### config.mk
export PLATFORM = sky130hd
export DESIGN_NAME = picorv32_cmd_rsp_bridge_flat
export DESIGN_NICKNAME = d
export VERILOG_FILES = /design/src/rtl/picorv32_cmd_rsp_bridge_pkg.sv /design/src/rtl/picorv32_cmd_rsp_bridge_if.sv /design/src/rtl/picorv32_cmd_rsp_bridge_wbuf.sv /design/src/rtl/picorv32_cmd_rsp_bridge.sv /design/src/flat_wrapper.sv
export SDC_FILE = /design/constraint.sdc
export NUM_CORES = 1
export LEC_CHECK = 0
export ABC_AREA = 1
export CAP_MARGIN = 10
export CORE_ASPECT_RATIO = 0.9
export CORE_MARGIN = 10
export CORE_UTILIZATION = 58
export DETAILED_ROUTE_END_ITERATION = 7
export PLACE_DENSITY_LB_ADDON = 0.08
export SYNTH_ARGS = -nofsm -noshare
export SYNTH_HDL_FRONTEND = slang
export SYNTH_SLANG_ARGS = --single-unit
export TNS_END_PERCENT = 20
### constraint.sdc
create_clock -name clk -period 9.8 [get_ports clk]
set_input_delay 2.45 -clock clk [delete_from_list [all_inputs] [get_ports clk]]
set_output_delay 2.45 -clock clk [all_outputs]
set_load 0.01 [all_outputs]
### src/rtl/picorv32_cmd_rsp_bridge_pkg.sv
// Shared types and helpers for the picorv32 cmd/rsp bridge.
package picorv32_cmd_rsp_bridge_pkg;

  // Bridge control states
  typedef enum logic [2:0] {
    ST_IDLE   = 3'd0,
    ST_DRAIN  = 3'd1,
    ST_RD_CMD = 3'd2,
    ST_RD_RSP = 3'd3,
    ST_WR_CMD = 3'd4
  } state_e;

  // Byte-enable width for a given data width
  function automatic int unsigned be_width(input int unsigned dw);
    return dw / 8;
  endfunction

endpackage

### src/rtl/picorv32_cmd_rsp_bridge_if.sv
// Bus bundles for the bridge.
//   cpu side: picorv32 native memory interface (master = cpu, slave = bridge)
//   mem side: SoC cmd/rsp bus (master = bridge, slave = interconnect)
interface picorv32_cmd_rsp_bridge_cpu_if
  import picorv32_cmd_rsp_bridge_pkg::*;
#(
  parameter int unsigned AW = 32,
  parameter int unsigned DW = 32
);
  localparam int unsigned BW = be_width(DW);

  logic          cpu_valid;
  logic          cpu_instr;
  logic [AW-1:0] cpu_addr;
  logic [DW-1:0] cpu_wdata;
  logic [BW-1:0] cpu_wstrb;
  logic          cpu_ready;
  logic [DW-1:0] cpu_rdata;

  modport master (output cpu_valid, cpu_instr, cpu_addr, cpu_wdata, cpu_wstrb,
                  input  cpu_ready, cpu_rdata);
  modport slave  (input  cpu_valid, cpu_instr, cpu_addr, cpu_wdata, cpu_wstrb,
                  output cpu_ready, cpu_rdata);
endinterface

interface picorv32_cmd_rsp_bridge_mem_if
  import picorv32_cmd_rsp_bridge_pkg::*;
#(
  parameter int unsigned AW = 32,
  parameter int unsigned DW = 32
);
  localparam int unsigned BW = be_width(DW);

  logic          mem_cmd_valid;
  logic          mem_cmd_ready;
  logic          mem_cmd_instr;
  logic          mem_cmd_wr;
  logic [AW-1:0] mem_cmd_addr;
  logic [DW-1:0] mem_cmd_wdata;
  logic [BW-1:0] mem_cmd_be;
  logic          mem_rsp_ready;
  logic [DW-1:0] mem_rsp_rdata;

  modport master (output mem_cmd_valid, mem_cmd_instr, mem_cmd_wr, mem_cmd_addr,
                         mem_cmd_wdata, mem_cmd_be,
                  input  mem_cmd_ready, mem_rsp_ready, mem_rsp_rdata);
  modport slave  (input  mem_cmd_valid, mem_cmd_instr, mem_cmd_wr, mem_cmd_addr,
                         mem_cmd_wdata, mem_cmd_be,
                  output mem_cmd_ready, mem_rsp_ready, mem_rsp_rdata);
endinterface

### src/rtl/picorv32_cmd_rsp_bridge_wbuf.sv
// Posted-write FIFO. Pointers carry an extra wrap bit to tell full from empty.
//   push/push_data : enqueue (ignored when full)
//   pop            : dequeue head (ignored when empty)
//   head           : current oldest entry
//   full/empty/level : occupancy status, updated the cycle after push/pop
module picorv32_cmd_rsp_bridge_wbuf #(
  parameter  int unsigned WIDTH = 68,
  parameter  int unsigned DEPTH = 4,
  localparam int unsigned LW    = $clog2(DEPTH + 1)
) (
  input  logic             clk,
  input  logic             reset_,
  input  logic             push,
  input  logic [WIDTH-1:0] push_data,
  input  logic             pop,
  output logic [WIDTH-1:0] head,
  output logic             full,
  output logic             empty,
  output logic [LW-1:0]    level
);
  localparam int unsigned PW   = $clog2(DEPTH);
  localparam int unsigned PTRW = PW + 1;

  logic [WIDTH-1:0] mem_q [DEPTH];
  logic [PTRW-1:0]  wr_ptr_q, rd_ptr_q;
  logic             do_push, do_pop;

  assign do_push = push && !full;
  assign do_pop  = pop && !empty;

  // Pointer update
  always_ff @(posedge clk or negedge reset_) begin
    if (!reset_) begin
      wr_ptr_q <= '0;
      rd_ptr_q <= '0;
    end else begin
      if (do_push) wr_ptr_q <= wr_ptr_q + PTRW'(1);
      if (do_pop)  rd_ptr_q <= rd_ptr_q + PTRW'(1);
    end
  end

  // Storage; contents are don't-care until pushed
  always_ff @(posedge clk) begin
    if (do_push) mem_q[wr_ptr_q[PW-1:0]] <= push_data;
  end

  assign head  = mem_q[rd_ptr_q[PW-1:0]];
  assign empty = (wr_ptr_q == rd_ptr_q);
  assign full  = (wr_ptr_q[PW] != rd_ptr_q[PW]) &&
                 (wr_ptr_q[PW-1:0] == rd_ptr_q[PW-1:0]);
  assign level = LW'(wr_ptr_q - rd_ptr_q);

endmodule

### src/rtl/picorv32_cmd_rsp_bridge.sv
// Bridge from the picorv32 native memory interface to the SoC cmd/rsp bus.
// Posted-write buffer, reads ordered behind buffered writes, one read outstanding,
// optional read-response timeout.
//   clk, reset_    : clock, async active-low reset
//   cpu            : picorv32 request side (slave modport)
//   mem            : SoC cmd/rsp side (master modport)
//   wbuf_level     : posted-write entries held
//   rd_timeout     : pulse when a read completes by timeout
//   rsp_unexpected : pulse on a response outside the read-response phase
module picorv32_cmd_rsp_bridge
  import picorv32_cmd_rsp_bridge_pkg::*;
#(
  parameter  int unsigned           ADDR_WIDTH     = 32,
  parameter  int unsigned           DATA_WIDTH     = 32,
  parameter  int unsigned           WBUF_DEPTH     = 4,
  parameter  int unsigned           POSTED_WRITES  = 1,
  parameter  int unsigned           TIMEOUT_CYCLES = 0,
  parameter  logic [DATA_WIDTH-1:0] TIMEOUT_RDATA  = 32'hDEADBEEF,
  localparam int unsigned           BE_WIDTH       = be_width(DATA_WIDTH),
  localparam int unsigned           LVL_WIDTH      = $clog2(WBUF_DEPTH + 1)
) (
  input  logic                 clk,
  input  logic                 reset_,
  picorv32_cmd_rsp_bridge_cpu_if.slave  cpu,
  picorv32_cmd_rsp_bridge_mem_if.master mem,
  output logic [LVL_WIDTH-1:0] wbuf_level,
  output logic                 rd_timeout,
  output logic                 rsp_unexpected
);
  localparam int unsigned FW = ADDR_WIDTH + DATA_WIDTH + BE_WIDTH;
  localparam int unsigned TW = (TIMEOUT_CYCLES > 1) ? $clog2(TIMEOUT_CYCLES) : 1;

  state_e                state_q, state_d;
  logic [ADDR_WIDTH-1:0] cmd_addr_q;
  logic [DATA_WIDTH-1:0] cmd_wdata_q;
  logic [BE_WIDTH-1:0]   cmd_be_q;
  logic                  cmd_instr_q;
  logic [TW-1:0]         tmo_cnt_q;

  logic          is_wr, tmo_hit, push_c, pop_c, capture_c, drain_c;
  logic          full, empty;
  logic [FW-1:0] head;

  assign is_wr   = (cpu.cpu_wstrb != '0);
  assign tmo_hit = (TIMEOUT_CYCLES != 0) && (tmo_cnt_q == TW'(TIMEOUT_CYCLES - 1));
  // Buffered writes go out only while no read is on the bus
  assign drain_c = !empty && ((state_q == ST_IDLE) || (state_q == ST_DRAIN));
  assign pop_c   = drain_c && mem.mem_cmd_ready;

  picorv32_cmd_rsp_bridge_wbuf #(
    .WIDTH (FW),
    .DEPTH (WBUF_DEPTH)
  ) u_wbuf (
    .clk       (clk),
    .reset_    (reset_),
    .push      (push_c),
    .push_data ({cpu.cpu_addr, cpu.cpu_wdata, cpu.cpu_wstrb}),
    .pop       (pop_c),
    .head      (head),
    .full      (full),
    .empty     (empty),
    .level     (wbuf_level)
  );

  // State, captured command and response-timeout counter
  always_ff @(posedge clk or negedge reset_) begin
    if (!reset_) begin
      state_q     <= ST_IDLE;
      cmd_addr_q  <= '0;
      cmd_wdata_q <= '0;
      cmd_be_q    <= '0;
      cmd_instr_q <= 1'b0;
      tmo_cnt_q   <= '0;
    end else begin
      state_q <= state_d;
      if (capture_c) begin
        cmd_addr_q  <= cpu.cpu_addr;
        cmd_wdata_q <= cpu.cpu_wdata;
        cmd_be_q    <= cpu.cpu_wstrb;
        cmd_instr_q <= cpu.cpu_instr;
      end
      tmo_cnt_q <= (state_q == ST_RD_RSP) ? tmo_cnt_q + TW'(1) : '0;
    end
  end

  // Next state, cpu completion and bus command selection
  always_comb begin
    state_d           = state_q;
    push_c            = 1'b0;
    capture_c         = 1'b0;
    cpu.cpu_ready     = 1'b0;
    cpu.cpu_rdata     = '0;
    rd_timeout        = 1'b0;
    mem.mem_cmd_valid = 1'b0;
    mem.mem_cmd_instr = 1'b0;
    mem.mem_cmd_wr    = 1'b0;
    mem.mem_cmd_addr  = '0;
    mem.mem_cmd_wdata = '0;
    mem.mem_cmd_be    = '0;

    case (state_q)
      ST_IDLE: begin
        if (cpu.cpu_valid) begin
          if (is_wr) begin
            if (POSTED_WRITES != 0) begin
              // No push when full, even if the head pops this cycle
              if (!full) begin
                push_c        = 1'b1;
                cpu.cpu_ready = 1'b1;
              end
            end else begin
              capture_c = 1'b1;
              state_d   = ST_WR_CMD;
            end
          end else begin
            capture_c = 1'b1;
            state_d   = empty ? ST_RD_CMD : ST_DRAIN;
          end
        end
      end
      ST_DRAIN: begin
        if (empty) state_d = ST_RD_CMD;
      end
      ST_RD_CMD: begin
        mem.mem_cmd_valid = 1'b1;
        mem.mem_cmd_instr = cmd_instr_q;
        mem.mem_cmd_addr  = cmd_addr_q;
        if (mem.mem_cmd_ready) state_d = ST_RD_RSP;
      end
      ST_RD_RSP: begin
        // A response in the expiry cycle takes priority over the timeout
        if (mem.mem_rsp_ready) begin
          cpu.cpu_ready = 1'b1;
          cpu.cpu_rdata = mem.mem_rsp_rdata;
          state_d       = ST_IDLE;
        end else if (tmo_hit) begin
          cpu.cpu_ready = 1'b1;
          cpu.cpu_rdata = TIMEOUT_RDATA;
          rd_timeout    = 1'b1;
          state_d       = ST_IDLE;
        end
      end
      ST_WR_CMD: begin
        mem.mem_cmd_valid = 1'b1;
        mem.mem_cmd_wr    = 1'b1;
        mem.mem_cmd_addr  = cmd_addr_q;
        mem.mem_cmd_wdata = cmd_wdata_q;
        mem.mem_cmd_be    = cmd_be_q;
        if (mem.mem_cmd_ready) begin
          cpu.cpu_ready = 1'b1;
          state_d       = ST_IDLE;
        end
      end
      default: state_d = ST_IDLE;
    endcase

    if (drain_c) begin
      mem.mem_cmd_valid = 1'b1;
      mem.mem_cmd_wr    = 1'b1;
      {mem.mem_cmd_addr, mem.mem_cmd_wdata, mem.mem_cmd_be} = head;
    end
  end

  assign rsp_unexpected = mem.mem_rsp_ready && (state_q != ST_RD_RSP);

endmodule

### src/flat_wrapper.sv
// flat-port wrapper written by rule: the top's interface ports become plain ports
module picorv32_cmd_rsp_bridge_flat import picorv32_cmd_rsp_bridge_pkg::*;
#(
  parameter  int unsigned           ADDR_WIDTH     = 32,
  parameter  int unsigned           DATA_WIDTH     = 32,
  parameter  int unsigned           WBUF_DEPTH     = 4,
  parameter  int unsigned           POSTED_WRITES  = 1,
  parameter  int unsigned           TIMEOUT_CYCLES = 0,
  parameter  logic [DATA_WIDTH-1:0] TIMEOUT_RDATA  = 32'hDEADBEEF,
  localparam int unsigned           BE_WIDTH       = be_width(DATA_WIDTH),
  localparam int unsigned           LVL_WIDTH      = $clog2(WBUF_DEPTH + 1)
)
  (clk, reset_, wbuf_level, rd_timeout, rsp_unexpected, cpu_cpu_valid, cpu_cpu_instr, cpu_cpu_addr, cpu_cpu_wdata, cpu_cpu_wstrb, cpu_cpu_ready, cpu_cpu_rdata, mem_mem_cmd_valid, mem_mem_cmd_instr, mem_mem_cmd_wr, mem_mem_cmd_addr, mem_mem_cmd_wdata, mem_mem_cmd_be, mem_mem_cmd_ready, mem_mem_rsp_ready, mem_mem_rsp_rdata);
  picorv32_cmd_rsp_bridge_cpu_if #(.AW((32)), .DW((32))) cpu_i ();
  picorv32_cmd_rsp_bridge_mem_if #(.AW((32)), .DW((32))) mem_i ();
  input  logic clk;
  input  logic reset_;
  output logic [LVL_WIDTH-1:0] wbuf_level;
  output logic rd_timeout;
  output logic rsp_unexpected;
  input wire logic [$bits(cpu_i.cpu_valid)-1:0] cpu_cpu_valid;
  input wire logic [$bits(cpu_i.cpu_instr)-1:0] cpu_cpu_instr;
  input wire logic [$bits(cpu_i.cpu_addr)-1:0] cpu_cpu_addr;
  input wire logic [$bits(cpu_i.cpu_wdata)-1:0] cpu_cpu_wdata;
  input wire logic [$bits(cpu_i.cpu_wstrb)-1:0] cpu_cpu_wstrb;
  output wire logic [$bits(cpu_i.cpu_ready)-1:0] cpu_cpu_ready;
  output wire logic [$bits(cpu_i.cpu_rdata)-1:0] cpu_cpu_rdata;
  output wire logic [$bits(mem_i.mem_cmd_valid)-1:0] mem_mem_cmd_valid;
  output wire logic [$bits(mem_i.mem_cmd_instr)-1:0] mem_mem_cmd_instr;
  output wire logic [$bits(mem_i.mem_cmd_wr)-1:0] mem_mem_cmd_wr;
  output wire logic [$bits(mem_i.mem_cmd_addr)-1:0] mem_mem_cmd_addr;
  output wire logic [$bits(mem_i.mem_cmd_wdata)-1:0] mem_mem_cmd_wdata;
  output wire logic [$bits(mem_i.mem_cmd_be)-1:0] mem_mem_cmd_be;
  input wire logic [$bits(mem_i.mem_cmd_ready)-1:0] mem_mem_cmd_ready;
  input wire logic [$bits(mem_i.mem_rsp_ready)-1:0] mem_mem_rsp_ready;
  input wire logic [$bits(mem_i.mem_rsp_rdata)-1:0] mem_mem_rsp_rdata;
  assign cpu_i.cpu_valid = cpu_cpu_valid;
  assign cpu_i.cpu_instr = cpu_cpu_instr;
  assign cpu_i.cpu_addr = cpu_cpu_addr;
  assign cpu_i.cpu_wdata = cpu_cpu_wdata;
  assign cpu_i.cpu_wstrb = cpu_cpu_wstrb;
  assign cpu_cpu_ready = cpu_i.cpu_ready;
  assign cpu_cpu_rdata = cpu_i.cpu_rdata;
  assign mem_mem_cmd_valid = mem_i.mem_cmd_valid;
  assign mem_mem_cmd_instr = mem_i.mem_cmd_instr;
  assign mem_mem_cmd_wr = mem_i.mem_cmd_wr;
  assign mem_mem_cmd_addr = mem_i.mem_cmd_addr;
  assign mem_mem_cmd_wdata = mem_i.mem_cmd_wdata;
  assign mem_mem_cmd_be = mem_i.mem_cmd_be;
  assign mem_i.mem_cmd_ready = mem_mem_cmd_ready;
  assign mem_i.mem_rsp_ready = mem_mem_rsp_ready;
  assign mem_i.mem_rsp_rdata = mem_mem_rsp_rdata;
  picorv32_cmd_rsp_bridge #(.ADDR_WIDTH(ADDR_WIDTH), .DATA_WIDTH(DATA_WIDTH), .WBUF_DEPTH(WBUF_DEPTH), .POSTED_WRITES(POSTED_WRITES), .TIMEOUT_CYCLES(TIMEOUT_CYCLES), .TIMEOUT_RDATA(TIMEOUT_RDATA)) u_core (.clk(clk), .reset_(reset_), .cpu(cpu_i), .mem(mem_i), .wbuf_level(wbuf_level), .rd_timeout(rd_timeout), .rsp_unexpected(rsp_unexpected));
endmodule
; ---- Word-level counts from Yosys, hierarchy flattened
; Memory sizes are Yosys's and may differ from the RTL's.
; Cells that the tools add are included.
[totals]
in_bits = 106
mem_count = 1
ramBits = 272
elab_cells = 71
ff_bits = 78
output_inout_bits = 109
[mem_list]
columns = memory, depth, word_bits, rd, rd_clocked_by_memory_dff, wr, line_no
row1 = u_core.u_wbuf.mem_q, 4, 68, 1, 0, 1, picorv32_cmd_rsp_bridge_wbuf.sv:24  ; logic [WIDTH-1:0] mem_q [DEPTH];
[op_classes]
n_mux = 33
n_addsub = 3
n_reduce_logical = 13
eq_ne = 14
[ops]
columns = op, n
row1 = two-way mux 32 bit, 6
row2 = two-way mux 3 bit, 6
row3 = two-way mux 1 bit, 16
row4 = one-hot mux 3 bit (5 select lines), 1
row5 = "inequality test 2 bit, second input constant", 5
row6 = two-way mux 4 bit, 2
row7 = "adder 3 x 1 -> 3 bit, second input constant", 2
row8 = "equality test 3 x 2 -> 1 bit, second input constant", 2
row9 = logical AND 1 bit, 6
row10 = AND reduction 6 bit, 1
row11 = nonzero test 4 bit, 1
row12 = "equality test 3 x 1 -> 1 bit, second input constant", 1
row13 = equality test 3 bit, 1
row14 = "equality test 3 bit, second input constant", 1
row15 = zero test 3 bit, 1
row16 = "inequality test 3 x 2 -> 1 bit, second input constant", 1
row17 = one-hot mux 1 bit (3 select lines), 1
row18 = subtractor 3 bit, 1
row19 = equality test 2 bit, 1
row20 = zero test 1 bit, 2
row21 = two-way mux 2 bit, 1
row22 = "inequality test 2 x 1 -> 1 bit, second input constant", 1
row23 = OR reduction 2 bit, 1
row24 = logical OR 1 bit, 1
row25 = inequality test 1 bit, 1

; ---- Depth between registers and ports, before layout
; Gate-level depths: netlist of the first run.
[logic_depth]
depth_word = 9
mapped_depth = 12
ltp_nobuf = 10

; ---- Hierarchy
; Synthesis of the first run repeated with hierarchy kept, for this count alone.
[unflattened]
cells_unflattened = 1163
hier_area_um2 = 13153.9
[by_module_without_submodules]
columns = module, n_inst, seq_area_each_um2, area_per_inst_um2, cells_each
row1 = picorv32_cmd_rsp_bridge_wbuf, 1, 8318.0, 10567.6, 720
row2 = picorv32_cmd_rsp_bridge, 1, 875.8, 2586.2, 443

; ---- Least setup slack after synthesis of the first run
; OpenSTA, ideal clock, no wires.
[synth_path]
path_kind = input-to-reg
from = in cpu_cpu_valid
to = mem u_core.u_wbuf.mem_q[0][0] (enable)
n_path_buf = 0
arrival_ps = 5679
required_ps = 9305
setup_time_ps = 495
slack_ps = 3626
path_stages = 4
path_cell_list = nand2_2 -> a21oi_1 -> nand2_2 -> nor2_1
[synth_between]
elab_chain_len = 5
[synth_rtl]
columns = element, line_no
row1 = start: declaration, flat_wrapper.sv:21  ; input wire logic [$bits(cpu_i.cpu_valid)-1:0] cpu_cpu_valid;
row2 = two-way mux 1 bit, picorv32_cmd_rsp_bridge.sv:103  ; if (cpu.cpu_valid) begin
row3 = two-way mux 1 bit, picorv32_cmd_rsp_bridge.sv:101  ; case (state_q)
row4 = logical AND 1 bit, picorv32_cmd_rsp_bridge_wbuf.sv:28  ; assign do_push = push && !full;
row5 = two-way mux 1 bit, picorv32_cmd_rsp_bridge_wbuf.sv:44  ; if (do_push) mem_q[wr_ptr_q[PW-1:0]] <= push_data;
row6 = two-way mux 1 bit (not written as such), picorv32_cmd_rsp_bridge_wbuf.sv:44
row7 = end: declaration, picorv32_cmd_rsp_bridge_wbuf.sv:24
; No other way between the ends.

; ---- Worst setup path after layout of the first run
[layout_path]
from = in cpu_cpu_valid
to = out cpu_cpu_ready
[layout_between]
elab_chain_len = 2
[layout_rtl]
columns = element, line_no
row1 = two-way mux 1 bit, picorv32_cmd_rsp_bridge.sv:103
row2 = one-hot mux 1 bit (3 select lines), picorv32_cmd_rsp_bridge.sv:101
row3 = end: declaration, flat_wrapper.sv:26  ; output wire logic [$bits(cpu_i.cpu_ready)-1:0] cpu_cpu_ready;
; No other way between the ends.

==> results.md, run 1 <==
- Power Internal: 3.29 mW
- Initial Util: about three fifths
- Yosys warning total: 0
- Avg Inst Size Synth: between 10 and 15 um^2
- EDFF count, synth: around 270
- Commonest non-fill, non-tap cell in the layout: edfxtp_1
- Final Wtd Congestion: about 0.79
- Worst-margin pin slew: roughly 1200 ps
- Crit path max fanout: 35
- CTS clk-pin slew, worst paths: around 60 ps
- Area growth from synthesis to layout: 24.1%
- FILL cells: roughly 1,600
- Final Setup Violations: 0
- Hold crit path type: reg -> reg
- Die area: roughly 29,000 um^2
- Routed Antenna Nets: 0
- Chip height: approximately 160 um
- Required time worst endpoint: approximately 7400 ps
- Post-CTS resize count: 0
- CTS tree: built
- GR Layer Usage met2: between 30% and 40%
- Cell Rows: between 50 and 60
- DRT Wirelength: 31,800 um
- Met3 GRT Util: roughly 3.8%
- Register share of total power: roughly a third
- Vias after detailed routing: a little over 9,000
- H-tree lvl count: 1
- Data arrival, critical path: between 4000 and 5000 ps
- Initial antenna violation count: 1
- #FFs+latches synth: 313
- Period minus WS final: 7100 ps
- Synth Flop Type: edfxtp_1
- GRT Util Overall: roughly a fifth
- Syn Nets: 1,272
- Syn Std Cell Area: 13,100 um^2
- Skew-Pair Late Insertion Delay: about 550 ps
- Setup repair bufs after CTS: 0
- Seq/Total Area, Yosys: 70.0%
- Peak Freq: 141 MHz
- P_sw: between 1.5 and 2 mW
- Initial DRT Pass Iterations: 5
- First-pass GRT wire length: between 40,000 and 50,000 um
- Crit Path Category: in -> out
- Setup ws final: around 2700 ps
- Drt initial violations: 801
- Max VDD drop: 0.223 mV
- Vias in the first global route: slightly above 9,000
- Synth Instances: 1,153
- Num Clock Sinks: 313
- Drt wl/cell: about 19 um
- Hold Vio Cnt, Final: 0
- Deepest clock path buffer count: 3
- Critical path endpoint category: output pin
- Core Region: roughly 22,000 um^2
- Combinational Power Share: a little over two fifths
- IO Port Bufs: 213
- Maxcap violations: 0
- Sw Ratio: approximately 37%
- Status: completed
- Worst slack, placed: 2640 ps
- CTS Root Cell: clkbuf_16
- Share of post-route cells with drive strength above 1: 6.61%
- Setup Skew: 23.5 ps
- IO Pins: 215
- Commonest cells after routing, fill and taps aside: edfxtp_1 (272), nor2_1 (248), clkdlybuf4s50_1 (212)
- Synth top area share: 62.2%
- Clk pwr share: between 20% and 30%
- CTS buffer count: 31
- Via density per instance: 5.51
- Slew headroom: 21.5%
- Crit start category: input pin
- RSZ-0062 raised after global routing: no
- Layout Nets: 1,457
- Die width: 179 um
- Biggest area consumer among synthesized cells: edfxtp_1
- Hold buffers post-CTS: 0
- Fraction of registers with async set/reset: between 10% and 20%
- Pwr dens: approximately 320 nW/um^2
- Met1 GRT Util: 26.1%
- Largest net degree at the start of global routing: 112
- Total Negative Setup Slacks: 0 ps
- Post-DP HPWL: between 15,000 and 20,000 um
- Tcrit/Tclk final: 72.5%
- Static Leakage: 6.02 nW
- DRC violations left: 0
- GRT overflow: 0
- Cell variety after synth: 25
- Pins Over Slew Limit: 0
- Most used routing layer: met2
- Top cells by area, synth: edfxtp_1 (62%), dfrtp_1 (7.8%), nor2_1 (7.2%), o21ai_0 (6.3%), nand2_1 (4.4%)
worst paths after layout:
path	from	to	slack (ps)	cells after the start
worst max-delay path	cpu_cpu_valid	cpu_cpu_ready	2700	6
max in group asynchronous	reset_	u_core.u_wbuf.rd_ptr_q[0]	7020	1
worst min-delay path	u_core.cmd_addr_q[17]	u_core.cmd_addr_q[17]	500	2
min in group asynchronous	reset_	u_core.cmd_addr_q[9]	2060	1
worst min register to register	u_core.cmd_addr_q[17]	u_core.cmd_addr_q[17]	500	2
worst max register to register	u_core.state_q[1]	u_core.u_wbuf.mem_q[0][66]	6190	7
cell type report:
cell class / count / area (um^2) / area share [%]
diodes: 1 / 2.50 / 0.0154
clock buffers: 42 / 837 / 5.14
clock inverters: 15 / 116 / 0.714
inverters: 55 / 209 / 1.28
multi-input cells: 713 / 3350 / 20.5
flip-flops and latches: 313 / 9200 / 56.5
well taps: 297 / 372 / 2.28
repair buffers: 224 / 2210 / 13.6
synth_stat cells, types with 4 or more instances:
master and number:
o21ai_0 166, a21oi_2 20, o21ai_1 5, o22ai_1 32
dfrtp_1 41, buf_6 9, clkbuf_1 32, nand3_1 37
buf_4 12, edfxtp_1 272, inv_1 51, ha_1 12
nand2_1 155, nor2_1 251, a21oi_1 21, inv_2 4
buf_2 17
metal layers:
layer / wire, um / vias to the layer above
li1: - / 4343
met1: 12700 / 4422
met2: 16000 / 326
met3: 2170 / 58
met4: 885 / 0
met5: 0 / -
state kept, by name, indices dropped and copies added (netlist names):
register,count
u_core.u_wbuf.rd_ptr_q,3
u_core.cmd_addr_q,32
u_core.cmd_instr_q,1
u_core.state_q,2
u_core.u_wbuf.mem_q,272
u_core.u_wbuf.wr_ptr_q,3
stage by stage:
stage,util (%),cells,hold WS (ps),total power [mW],cell area (um^2)
detailed placement,68.5,1602,488,4.19,15300
CTS,72.8,1659,502,5.30,16300
floorplan,-,1153,468,3.20,13100
global placement,68.5,1602,479,4.14,15300
global route,72.8,1660,525,5.56,16300
finish,72.8,1660,499,5.25,16300
power groups by stage:
stage               clock (mW)  sequential (mW)  combinational (mW)
floorplan                    0             1.82                1.38
global placement             0             1.84                2.30
detailed placement           0             1.86                2.33
CTS                       1.12             1.83                2.35
global route              1.17             1.85                2.53
finish                    1.11             1.83                2.31
cell families after synthesis:
family,synth area share (%)
and+or+nand+nor,13.5
buffers and inverters,4.67
DFF,70.0
AOI/OAI and AO/OA,10.2
xor gates and xnor gates,0.267
adders and majority gates,1.30
other,0.0286
worst max-delay path, stage by stage:
cell and delay, ps:
clkdlybuf4s50_1 490, nand2_2 400, a21oi_1 310, nand2_2 230
a21oi_1 180, clkdlybuf4s50_1 590
No activity file was read; power rests on OpenSTA's default activity.
==> inputs of run 2 (changes only) <==
--- a/config.mk
+++ b/config.mk
@@ -9,7 +9,7 @@
 export CAP_MARGIN = 10
 export CORE_ASPECT_RATIO = 0.9
 export CORE_MARGIN = 10
-export CORE_UTILIZATION = 58
+export CORE_UTILIZATION = 48
 export DETAILED_ROUTE_END_ITERATION = 7
 export PLACE_DENSITY_LB_ADDON = 0.08
 export SYNTH_ARGS = -nofsm -noshare
==> constraint.sdc (replaced) <==
create_clock -name clk -period 6.04 [get_ports clk]
set_input_delay 1.51 -clock clk [delete_from_list [all_inputs] [get_ports clk]]
set_output_delay 1.51 -clock clk [all_outputs]
set_load 0.01 [all_outputs]
==> run 2 against run 1 <==
Worst hold slack worse by 2.1 ps. Critical path depth rose by 3. Die area rose by 18%. First-iteration DRC count down 30%. Non-clock buffer count increased by 10. Via count decreased by 1.7%. Clock skew down 5.9 ps.
==> results.md, run 2 (same netlist as run 1, synthesis figures left out) <==
- Worst-margin pin slew: 919 ps
- Routed Antenna Nets: 0
- CTS tree: built
- Deepest clock path buffer count: 3
- Initial DRT Pass Iterations: 5
- Post-Place Cells: around 1,700
- Tcrit/Tclk final: approximately 88%
- Vias in the first global route: just under 9,000
- First-pass GRT wire length: ~50,000 um
- Die width: 194 um
- Setup Skew: 17.6 ps
- Hold Path Depth: 2
- DRT Wirelength: 32,800 um
- RSZ-0062 raised after global routing: no
- Pwr dens: roughly 530 nW/um^2
- Layout Nets: around 1,500
- Hold Slack: roughly 500 ps
- Max VDD drop: roughly 0.33 mV
- GRT overflow: 0
- Final Setup Violations: 0
- GRT Util Overall: a little under a fifth
- Hold buffers post-CTS: 0
- Post-DP HPWL: between 15,000 and 20,000 um
- Share of post-route cells with drive strength above 1: 7.72%
- Pins Over Slew Limit: 0
- CTS Root Cell: clkbuf_16
- DRC violations left: 0
- Initial antenna violation count: 2
- CTS buffer count: 31
- Post-CTS resize count: 0
- H-tree lvl count: 1
- Crit start category: register
- Skew-Pair Late Insertion Delay: about 560 ps
- Crit Path Category: reg -> out
- Num Clock Sinks: ~310
- Total Negative Setup Slacks: 0 ps
- Cell Count, Final, Fillers Out: 1,728
- CTS clk-pin slew, worst paths: around 60 ps
- Core Region: 27,000 um^2
- Vias after detailed routing: 8,994
- Die area: 34,400 um^2
- Drt initial violations: about 560
- Hold Vio Cnt, Final: 0
- Critical path endpoint category: output pin
- Reg2reg path depth: 7
- Static Leakage: a little over 6 nW
- Max FFs per register: between 200 and 300
- Status: completed
- Chip height: approximately 180 um
- Maxcap violations: 0
- Period minus WS final: ~5300 ps
- Required time worst endpoint: 4530 ps
- Peak Freq: between 150 and 200 MHz
- Largest net degree at the start of global routing: 121
- Cell Rows: 57
- Final Wtd Congestion: roughly 0.78
- Drt wl/cell: about 19 um
- Commonest non-fill, non-tap cell in the layout: edfxtp_1
- Hold crit path type: reg -> reg
- Commonest cells after routing, fill and taps aside: edfxtp_1 (272), nor2_1 (248), clkdlybuf4s50_1 (212)
- IO Pins: 215
- IO Port Bufs: roughly 210
- Area growth from synthesis to layout: 26.1%
- Crit path max fanout: 68
- Data arrival, critical path: between 3000 and 4000 ps
- Slew headroom: about 39%
- Via density per instance: approximately 5.2
- Initial Util: 48.7%
- Setup repair bufs after CTS: 0
## run 2: final cells by class
| cell class | count | area (um^2) |
|---|---|---|
| fillers | 2115 | 10400 |
| flip-flops and latches | 313 | 9200 |
| multi-input cells | 713 | 3350 |
| repair buffers | 234 | 2300 |
| clock buffers | 36 | 795 |
| well taps | 354 | 443 |
| clock inverters | 22 | 246 |
| inverters | 55 | 209 |
| diodes | 1 | 2.50 |
## run 2: worst paths after layout
path	start	end	slack (ps)
setup / recovery	u_core.u_wbuf.rd_ptr_q[0]	mem_mem_cmd_addr[0]	750
hold / removal	u_core.cmd_addr_q[21]	u_core.cmd_addr_q[21]	500
setup reg to reg	u_core.u_wbuf.rd_ptr_q[0]	u_core.u_wbuf.mem_q[2][18]	3260
hold reg to reg	u_core.cmd_addr_q[21]	u_core.cmd_addr_q[21]	500
max in group asynchronous	reset_	u_core.u_wbuf.rd_ptr_q[0]	4510
min in group asynchronous	reset_	u_core.cmd_addr_q[7]	1060
## run 2: power by group
part	leakage (nW)	internal, mW	switching [mW]
Sequential	2.98	2.79	0.191
Combinational	2.63	1.54	2.23
Clock	0.501	1.15	0.792
Total	6.11	5.48	3.22
## run 2: per-layer routing
layer  track usage (%)  wire, um  vias up
met5                 0        17        -
met4              4.84       782        2
met3              3.45      1800       53
met2              32.5     16500      236
met1              23.4     13700     4343
li1                  -         -     4360
## run 2: worst max-delay path, stage by stage, from the launching register on
cell and delay [ps]:
dfrtp_4 860, ha_1 370, nand2_1 70, inv_1 70, nand2_4 100, nand2_4 260
inv_2 600, nand2_1 150, nand2_1 100, clkdlybuf4s50_1 550
## run 2: stage by stage
stage / power, mW / setup slack [ps] / instance area (um^2) / utilization (%)
floorplan: 5.19 / 806 / 13100 / -
global placement: 6.79 / 1190 / 15500 / 57.4
global route: 9.28 / 517 / 16500 / 61.4
detailed placement: 6.83 / 1190 / 15500 / 57.4
CTS: 8.80 / 687 / 16500 / 61.3
finish: 8.69 / 751 / 16500 / 61.4
==> inputs of run 3 (changes only) <==
--- a/config.mk
+++ b/config.mk
@@ -7,9 +7,11 @@
 export LEC_CHECK = 0
 export ABC_AREA = 1
 export CAP_MARGIN = 10
+export CELL_PAD_IN_SITES_DETAIL_PLACEMENT = 0
+export CELL_PAD_IN_SITES_GLOBAL_PLACEMENT = 1
 export CORE_ASPECT_RATIO = 0.9
 export CORE_MARGIN = 10
-export CORE_UTILIZATION = 48
+export CORE_UTILIZATION = 38
 export DETAILED_ROUTE_END_ITERATION = 7
 export PLACE_DENSITY_LB_ADDON = 0.08
 export SYNTH_ARGS = -nofsm -noshare
==> run 3 against run 2 <==
Cell count grew 6.5%. Register-to-register slack lost 150 ps. Final area grew 1.0%. Maximum frequency grew 3.1%. Clock skew up 2.7 ps. Critical path depth decreased by 2. Combinational power increased by 2%. Sequential power barely moved. Clock power up 4%. Sequential cell count unchanged. Core utilization is 12 points lower. Power is 1.3% higher. Critical path type is now in -> out. Largest cell class unchanged. Largest power group unchanged.
==> results.md, run 3 (same netlist as run 1, synthesis figures left out) <==
- Post-Place Cells: roughly 1,800
- Cell Count, Final, Fillers Out: roughly 1,800
- Post-CTS resize count: 0
- H-tree lvl count: 2
- Setup repair bufs after CTS: 0
- Total power: between 8 and 9 mW
- Max VDD drop: 0.236 mV
- Setup Skew: 20.3 ps
- Commonest cells after routing, fill and taps aside: edfxtp_1 (272), nor2_1 (248), clkdlybuf4s50_1 (212)
- Pwr dens: 527 nW/um^2
- Hold Slack: between 400 and 500 ps
- First-pass GRT wire length: between 50,000 and 60,000 um
- Placed inst area: ~16,000 um^2
- Post-DP HPWL: 19,900 um
- Hold crit path type: reg -> reg
- Commonest non-fill, non-tap cell in the layout: edfxtp_1
- Via density per instance: slightly below 5
- Final instance area: 16,700 um^2
- Drt wl/cell: approximately 19 um
- Deepest clock path buffer count: 3
- Crit start category: input pin
- Chip height: about 200 um
- Hold Vio Cnt, Final: 0
- Largest net degree at the start of global routing: between 90 and 100
- Skew-Pair Late Insertion Delay: between 500 and 600 ps
- Vias after detailed routing: a little under 9,000
- IO Port Bufs: 213
- Area growth from synthesis to layout: 27.3%
- RSZ-0062 raised after global routing: no
- Core Util, Final: between 40 and 50%
- Worst-margin pin slew: approximately 1000 ps
- Vias in the first global route: 8,996
- Data arrival, critical path: approximately 3600 ps
- Hold buffers post-CTS: 0
- Share of post-route cells with drive strength above 1: just under 8%
- CTS buffer count: 35
- Crit Path Category: in -> out
- Die area: between 40,000 and 50,000 um^2
- DRT Wirelength: about 35,000 um
- Maxcap violations: 0
- CTS tree: built
- Crit path max fanout: 35
- Setup ws final: just over 900 ps
- Peak Freq: 195 MHz
- CTS Root Cell: clkbuf_16
- Die width: ~220 um
- CTS clk-pin slew, worst paths: 50 ps
- Status: completed
- Initial antenna violation count: 3
- Period minus WS final: 5130 ps
- Final Setup Violations: 0
- Layout Nets: 1,470
- Cell Rows: 64
- GRT overflow: 0
- Required time worst endpoint: around 4500 ps
- DRC violations left: 0
- Num Clock Sinks: ~310
- GRT Util Overall: between 10% and 20%
- Pins Over Slew Limit: 0
- IO Pins: 215
- Worst slack, placed: roughly 880 ps
- Critical path endpoint category: output pin
- Drt initial violations: around 390
- Static Leakage: 6.14 nW
- Initial DRT Pass Iterations: 5
- Final Wtd Congestion: around 0.73
- Max FFs per register: 272
- Slew headroom: approximately 30%
- Tcrit/Tclk final: 84.9%
- Routed Antenna Nets: 0
- Core Region: ~34,000 um^2
- Initial Util: around 39%
- Total Negative Setup Slacks: 0 ps
run 3: critical path, stage by stage:
cell and delay, ps:
clkdlybuf4s50_1 490, nand2_2 50, buf_4 260, a21oi_1 260, nand2_2 250, a21oi_1 200
clkdlybuf4s50_1 590
run 3: where the power goes:
part           leakage, nW  switching (mW)  internal, mW  total, mW
combinational         2.62            2.30          1.52       3.83
sequential            2.98           0.169          2.79       2.96
clock                0.539           0.816          1.20       2.02
run 3: per-layer routing:
layer	global-route usage (%)	part of all wire, %
met1	19.3	43
met2	28.4	50
met3	3.35	4.9
met4	3.83	1.6
met5	0	0.078
run 3: worst paths after layout:
kind,startpoint,cells after the start,slack (ps),end
max reg2reg,u_core.state_q[1],8,3110,u_core.u_wbuf.mem_q[2][63]
min reg2reg,u_core.cmd_addr_q[9],2,500,u_core.cmd_addr_q[9]
max in group asynchronous,reset_,2,4460,u_core.u_wbuf.rd_ptr_q[0]
max,cpu_cpu_valid,7,910,cpu_cpu_ready
min in group asynchronous,reset_,2,1120,u_core.u_wbuf.wr_ptr_q[1]
min,u_core.cmd_addr_q[9],2,500,u_core.cmd_addr_q[9]
run 3: final cells by class:
type	instances	area [um^2]
clock inverters	14	136
inverters	55	209
well taps	462	578
clock buffers	50	963
diodes	1	2.50
multi-input cells	713	3350
fillers	3107	17300
flip-flops and latches	313	9200
repair buffers	233	2280
